## config.mk

```make
export PLATFORM = sky130hd
export DESIGN_NAME = bidir_pad_ctrl
export DESIGN_NICKNAME = d
export VERILOG_FILES = /design/src/rtl/bidir_pad_ctrl_pkg.sv /design/src/rtl/bidir_pad_ctrl_in_sync.sv /design/src/rtl/bidir_pad_ctrl.sv
export SDC_FILE = /design/constraint.sdc
export NUM_CORES = 1
export LEC_CHECK = 0
export CORE_ASPECT_RATIO = 0.6
export CORE_UTILIZATION = 35
export CTS_CLUSTER_SIZE = 10
export DETAILED_ROUTE_END_ITERATION = 16
export PLACE_DENSITY = 0.72
export SYNTH_ARGS = -nofsm -noshare
export SYNTH_HDL_FRONTEND = slang
export SYNTH_HIERARCHICAL = 1
export SYNTH_SLANG_ARGS = --single-unit
```

## constraint.sdc

```tcl
create_clock -name clk -period 4.5 [get_ports clk]
set_input_delay 1.35 -clock clk [delete_from_list [all_inputs] [get_ports clk]]
set_output_delay 1.35 -clock clk [all_outputs]
set_load 0.005 [all_outputs]
```

## src/rtl/bidir_pad_ctrl_pkg.sv

```systemverilog
// Shared types and constants for the bidir pad bank driver.
// Imported by bidir_pad_ctrl and bidir_in_sync.
package bidir_pad_pkg;

    typedef enum logic [1:0] {
        IDLE     = 2'd0,
        DRIVE    = 2'd1,
        TURN_OFF = 2'd2,
        SETTLE   = 2'd3
    } state_t;

    localparam int unsigned SETTLE_CYCLES = 2;
    localparam int unsigned SYNC_STAGES   = 2;

endpackage

```

## src/rtl/bidir_pad_ctrl_in_sync.sv

```systemverilog
// N-wide multi-flop synchroniser for the pad Y inputs.
// Asynchronous active-low reset clears every stage to 0.
module bidir_in_sync
    import bidir_pad_pkg::*;
#(
    parameter int unsigned WIDTH = 8
) (
    input  logic             clk,
    input  logic             rst_n,
    input  logic [WIDTH-1:0] d,
    output logic [WIDTH-1:0] q
);

    logic [WIDTH-1:0] stage [SYNC_STAGES];

    always_ff @(posedge clk or negedge rst_n) begin
        if (!rst_n) begin
            for (int unsigned i = 0; i < SYNC_STAGES; i++) begin
                stage[i] <= '0;
            end
        end else begin
            stage[0] <= d;
            for (int unsigned i = 1; i < SYNC_STAGES; i++) begin
                stage[i] <= stage[i-1];
            end
        end
    end

    assign q = stage[SYNC_STAGES-1];

endmodule

```

## src/rtl/bidir_pad_ctrl.sv

```systemverilog
// Core-side driver for the bi_24t pad bank: tx handshake, OE turnaround, rx change detect.
// Optional BIDIR_PAD_CTRL_READBACK_EN adds a sticky drive_err readback comparator.
`ifndef NUM_BIDIR_PADS
`define NUM_BIDIR_PADS 8
`endif

module bidir_pad_ctrl
    import bidir_pad_pkg::*;
#(
    parameter int unsigned NUM_BIDIR_PADS = `NUM_BIDIR_PADS,
    parameter int unsigned HOLD_W         = 8,
    parameter int unsigned TURN_CYCLES    = 2
) (
    input  logic                      clk,
    input  logic                      rst_n,
    input  logic                      tx_valid,
    output logic                      tx_ready,
    input  logic [NUM_BIDIR_PADS-1:0] tx_data,
    input  logic                      tx_last,
    input  logic [HOLD_W-1:0]         cfg_hold,
    input  logic [NUM_BIDIR_PADS-1:0] cfg_cs,
    input  logic [NUM_BIDIR_PADS-1:0] cfg_sl,
    input  logic [NUM_BIDIR_PADS-1:0] cfg_pu,
    input  logic [NUM_BIDIR_PADS-1:0] cfg_pd,
    output logic                      rx_valid,
    output logic [NUM_BIDIR_PADS-1:0] rx_data,
    output logic                      busy,
    input  logic [NUM_BIDIR_PADS-1:0] bidir_in,
    output logic [NUM_BIDIR_PADS-1:0] bidir_out,
    output logic [NUM_BIDIR_PADS-1:0] bidir_oe,
    output logic [NUM_BIDIR_PADS-1:0] bidir_ie,
    output logic [NUM_BIDIR_PADS-1:0] bidir_cs,
    output logic [NUM_BIDIR_PADS-1:0] bidir_sl,
    output logic [NUM_BIDIR_PADS-1:0] bidir_pu,
    output logic [NUM_BIDIR_PADS-1:0] bidir_pd
`ifdef BIDIR_PAD_CTRL_READBACK_EN
    ,
    output logic                      drive_err
`endif
);

    state_t                      state;
    logic [HOLD_W-1:0]           cnt;
    logic                        last_q;
    logic                        out_ready;
    logic                        hold_done;
    logic                        accept;
    logic [HOLD_W-1:0]           hold_load;
    logic [NUM_BIDIR_PADS-1:0]   sync_q;

    // out_ready keeps tx_ready low while reset is asserted even though state is IDLE
    assign hold_done = (state == DRIVE) && (cnt == '0);
    assign tx_ready  = out_ready && ((state == IDLE) || (hold_done && !last_q));
    assign accept    = tx_valid && tx_ready;
    assign hold_load = (cfg_hold == '0) ? '0 : cfg_hold - HOLD_W'(1);
    assign busy      = (state != IDLE);

    always_ff @(posedge clk or negedge rst_n) begin
        if (!rst_n) begin
            state     <= IDLE;
            cnt       <= '0;
            last_q    <= 1'b0;
            out_ready <= 1'b0;
            bidir_out <= '0;
            bidir_oe  <= '0;
            bidir_ie  <= '1;
        end else begin
            out_ready <= 1'b1;
            if (accept) begin
                state     <= DRIVE;
                cnt       <= hold_load;
                last_q    <= tx_last;
                bidir_out <= tx_data;
                bidir_oe  <= '1;
                bidir_ie  <= '0;
            end else begin
                case (state)
                    DRIVE: begin
                        if (cnt != '0) begin
                            cnt <= cnt - HOLD_W'(1);
                        end else if (last_q) begin
                            bidir_out <= '0;
                            bidir_oe  <= '0;
                            if (TURN_CYCLES == 0) begin
                                state    <= SETTLE;
                                cnt      <= HOLD_W'(SETTLE_CYCLES - 1);
                                bidir_ie <= '1;
                            end else begin
                                state    <= TURN_OFF;
                                cnt      <= HOLD_W'(TURN_CYCLES - 1);
                                bidir_ie <= '0;
                            end
                        end
                        // non-last word with no valid: underrun, keep driving
                    end
                    TURN_OFF: begin
                        if (cnt == '0) begin
                            state    <= SETTLE;
                            cnt      <= HOLD_W'(SETTLE_CYCLES - 1);
                            bidir_ie <= '1;
                        end else begin
                            cnt <= cnt - HOLD_W'(1);
                        end
                    end
                    SETTLE: begin
                        if (cnt == '0) begin
                            state <= IDLE;
                        end else begin
                            cnt <= cnt - HOLD_W'(1);
                        end
                    end
                    default: begin
                        state <= IDLE;
                    end
                endcase
            end
        end
    end

    bidir_in_sync #(
        .WIDTH (NUM_BIDIR_PADS)
    ) u_in_sync (
        .clk   (clk),
        .rst_n (rst_n),
        .d     (bidir_in),
        .q     (sync_q)
    );

    // rx_data always follows the synchroniser, so leaving the bus produces no stale event
    always_ff @(posedge clk or negedge rst_n) begin
        if (!rst_n) begin
            rx_data  <= '0;
            rx_valid <= 1'b0;
        end else begin
            rx_valid <= (state == IDLE) && (sync_q != rx_data);
            rx_data  <= sync_q;
        end
    end

    always_ff @(posedge clk or negedge rst_n) begin
        if (!rst_n) begin
            bidir_cs <= '0;
            bidir_sl <= '0;
            bidir_pu <= '0;
            bidir_pd <= '0;
        end else begin
            bidir_cs <= cfg_cs;
            bidir_sl <= cfg_sl;
            bidir_pu <= cfg_pu;
            bidir_pd <= cfg_pd & ~cfg_pu;
        end
    end

`ifdef BIDIR_PAD_CTRL_READBACK_EN
    logic rb_en_q;

    // short holds give the pad too little time to settle, so they are not checked
    always_ff @(posedge clk or negedge rst_n) begin
        if (!rst_n) begin
            rb_en_q   <= 1'b0;
            drive_err <= 1'b0;
        end else begin
            if (accept) begin
                rb_en_q <= (cfg_hold >= HOLD_W'(3));
            end
            if (hold_done && rb_en_q && (sync_q != bidir_out)) begin
                drive_err <= 1'b1;
            end
        end
    end
`endif

endmodule

```

==> summary.md <==
| Metric | Value |
|---|---|
| Mapped cell area | `3120 µm²` |
| Initial DRC Count | `130` |
| Post-synth cell types | `48` |
| Post-CTS Resized | `0` |
| Sequential share of the synthesized area | `63.5%` |
| Final worst path period need | `3.98 ns` |
| Worst Reg-to-Reg Cells | `7` |
| WS Path Type | `reg -> out` |
| Hold buffers post-CTS | `0` |
| Setup WS post-layout | `0.521 ns` |
| DRT Wirelength | `6770 µm` |
| Fmax | `251 MHz` |
| Final TNS setup | `0 ns` |
| Place WS | `0.681 ns` |
| Via count | `2,238` |
| Antenna-violating nets left | `0` |
| Mapped Cells | `240` |
| Setup bufs post-CTS | `0` |
| R2r setup slk | `2.02 ns` |
| Post-synth ARST share | `100%` |
| Vias in the first global route | `2,036` |
| Crit path from | `cnt[0]` |
| Clk slew on worst S/H paths | `0.06 ns` |
| Post-synth EDFFs | `0` |
| Main flop type after synthesis | `dfrtp_1` |
| Max VDD drop | `222 µV` |
| Multi-input gate area | `913 µm²` |
| PortBufs | `126` |
| Syn_area_per_cell | `13.0 µm²` |
| Area of the die | `9290 µm²` |
| HP Class | `reg -> reg` |
| Worst r2r dst | `cnt[3]` |
| Total core area | `8560 µm²` |
| First-pass GRT wire length | `10,200 µm` |
| Die H | `75.1 µm` |
| Largest net degree at the start of global routing | `80` |
| Clock root cell | `clkbuf_16` |
| DP Cell Count | `454` |
| # setup viols final | `0` |
| Cts bufs inserted | `9` |
| Worst-case clock buffer depth | `2` |
| Routability cong. | `0.903` |
| RR Startpoint | `cnt[0]` |
| Status | `completed` |
| Non-filler cells, final | `470` |
| Grt ovf | `0` |
| Starting Density | `36.4%` |
| Htree depth | `3` |
| Average wire per standard cell | `14.4 µm` |
| Initial antenna violation count | `0` |
| Drt pass-1 iters | `4` |
| Top cells by count, synth | `78 x dfrtp_1, 22 x buf_4, 12 x a22o_1` |
| Core Rows | `26` |
| Clk_skew | `0.00448 ns` |
| Fraction of layout cells with a size suffix above 1 | `6.70%` |
| Total Routing Usage GR | `15.1%` |
| Final hold violation count | `0` |
| Leakage power total | `1.94 nW` |
| Clk Latency, worst-skew pair | `0.33 ns` |
| Sink Count | `79` |
| Die Wd | `124 µm` |
| Power Density | `517 nW/µm²` |
| Slew HR | `34.3%` |
| Area delta synth->final | `48.2%` |
| Syn nets | `306` |
| # nets final | `419` |
| Fill count | `726` |
| Max Fanout on Critical Path | `6` |
| CP arrival | `2.63 ns` |
| Final Slew Violations | `0` |
| Top-area cell type share of the netlist area | `62.7%` |
| IO Pins | `127` |
| Vias per cell | `4.76` |
| CP Capture Type | `primary output` |
| Register Area | `1980 µm²` |
| Yosys warns | `6` |
| Critical Path Source Type | `register` |
| RSZ-0062 raised after global routing | `false` |
| Period utilization | `88.4%` |
| Synth top area cells | `dfrtp_1 63%, buf_4 5.3%, a22o_1 3.4%` |
| Worst Tran Pin Value | `0.986 ns` |
| # DRC | `0` |
| Worst Setup EP | `tx_ready` |
| Post-DP HPWL | `4910 µm` |
| # diodes | `0` |
| Req. time, crit path | `3.15 ns` |
| Maxcap violations | `0` |
| Yosys reg bits | `79` |
| Synth area leader | `dfrtp_1` |
| CTS tree | `done` |
| Most common cell in the netlist | `dfrtp_1` |
==> cell families after synthesis <==
logic type               after synthesis  synth area share (%)
multiplexers                           3                 0.964
buffers and inverters                 35                  7.19
adder cells (fa/ha/maj)                6                  2.41
XOR/XNOR                              11                  3.09
flip-flops                            79                  63.5
other                                  1                 0.120
AND/OR/NAND/NOR                       52                  9.68
AO/OA/AOI/OAI                         53                  13.1
==> cells in the final DEF (no fill, tap or decap), drive strengths merged, types with 6 or more instances in the layout <==
| cell type | n |
|---|---|
| a21oi | 8 |
| a22o | 12 |
| clkbuf | 10 |
| clkdlybuf4s50 | 125 |
| dfrtp | 78 |
| ha | 6 |
| inv | 13 |
| nand2 | 10 |
| nor2 | 8 |
| nor2b | 10 |
| o21ai | 10 |
| xor2 | 8 |
==> routing by layer <==
metal | GRT usage (%) | part of all wire [%]
met5 | 0 | 0
met4 | 4.42 | 0.90
met3 | 8.48 | 12
met2 | 20.6 | 42
met1 | 20.3 | 45
==> state kept, by name (all words and copies together), names as in the netlist, 2 cells and up <==
register         cells
cnt                  8
state                2
bidir_cs             8
bidir_pd             8
u_in_sync/stage      8
rx_data              8
bidir_pu             8
u_in_sync/q          8
bidir_sl             8
bidir_out            8
==> critical path: stages, from the launching register on <==
cell and delay, ns:
dfrtp_1 0.41, inv_1 0.07, ha_1 0.20, or4b_4 0.53, nor2_1 0.33, a21oi_1 0.11
nor2b_1 0.13, clkdlybuf4s50_1 0.52
==> power breakdown <==
group	switching, mW	internal, mW
sequential	0.110	0.835
clock	0.293	0.381
combinational	0.328	0.436
==> worst min path at each step <==
stage / startpoint / endpoint / slack (ns) / cells after the start
4_1_cts: u_in_sync/stage[14] / u_in_sync/q[6] / 0.35 / 0
5_1_grt: u_in_sync/stage[11] / u_in_sync/q[3] / 0.35 / 0
3_3_place_gp: u_in_sync/stage[10] / u_in_sync/q[2] / 0.33 / 0
3_5_place_dp: u_in_sync/stage[11] / u_in_sync/q[3] / 0.34 / 0
2_1_floorplan: u_in_sync/stage[8] / u_in_sync/q[0] / 0.33 / 0
6_report: u_in_sync/stage[11] / u_in_sync/q[3] / 0.35 / 0
==> final cells by class <==
cell class	count	area share, %
flip-flops and latches	79	42.9
repair buffers	127	27.4
multi-input cells	126	19.8
clock buffers	10	4.96
well taps	112	3.04
clock inverters	6	1.11
inverters	10	0.813
==> stage by stage <==
step / util (%) / hold slack [ns] / instance area, µm² / total power [mW]
after floorplan: - / 0.331 / 3120 / 1.39
after global placement: 50.7 / 0.333 / 4340 / 1.70
final: 53.9 / 0.347 / 4620 / 2.38
after global routing: 53.9 / 0.353 / 4620 / 2.54
after detailed placement: 50.7 / 0.336 / 4340 / 1.72
after CTS: 53.9 / 0.351 / 4620 / 2.41
(Power assumes the default switching activity.)
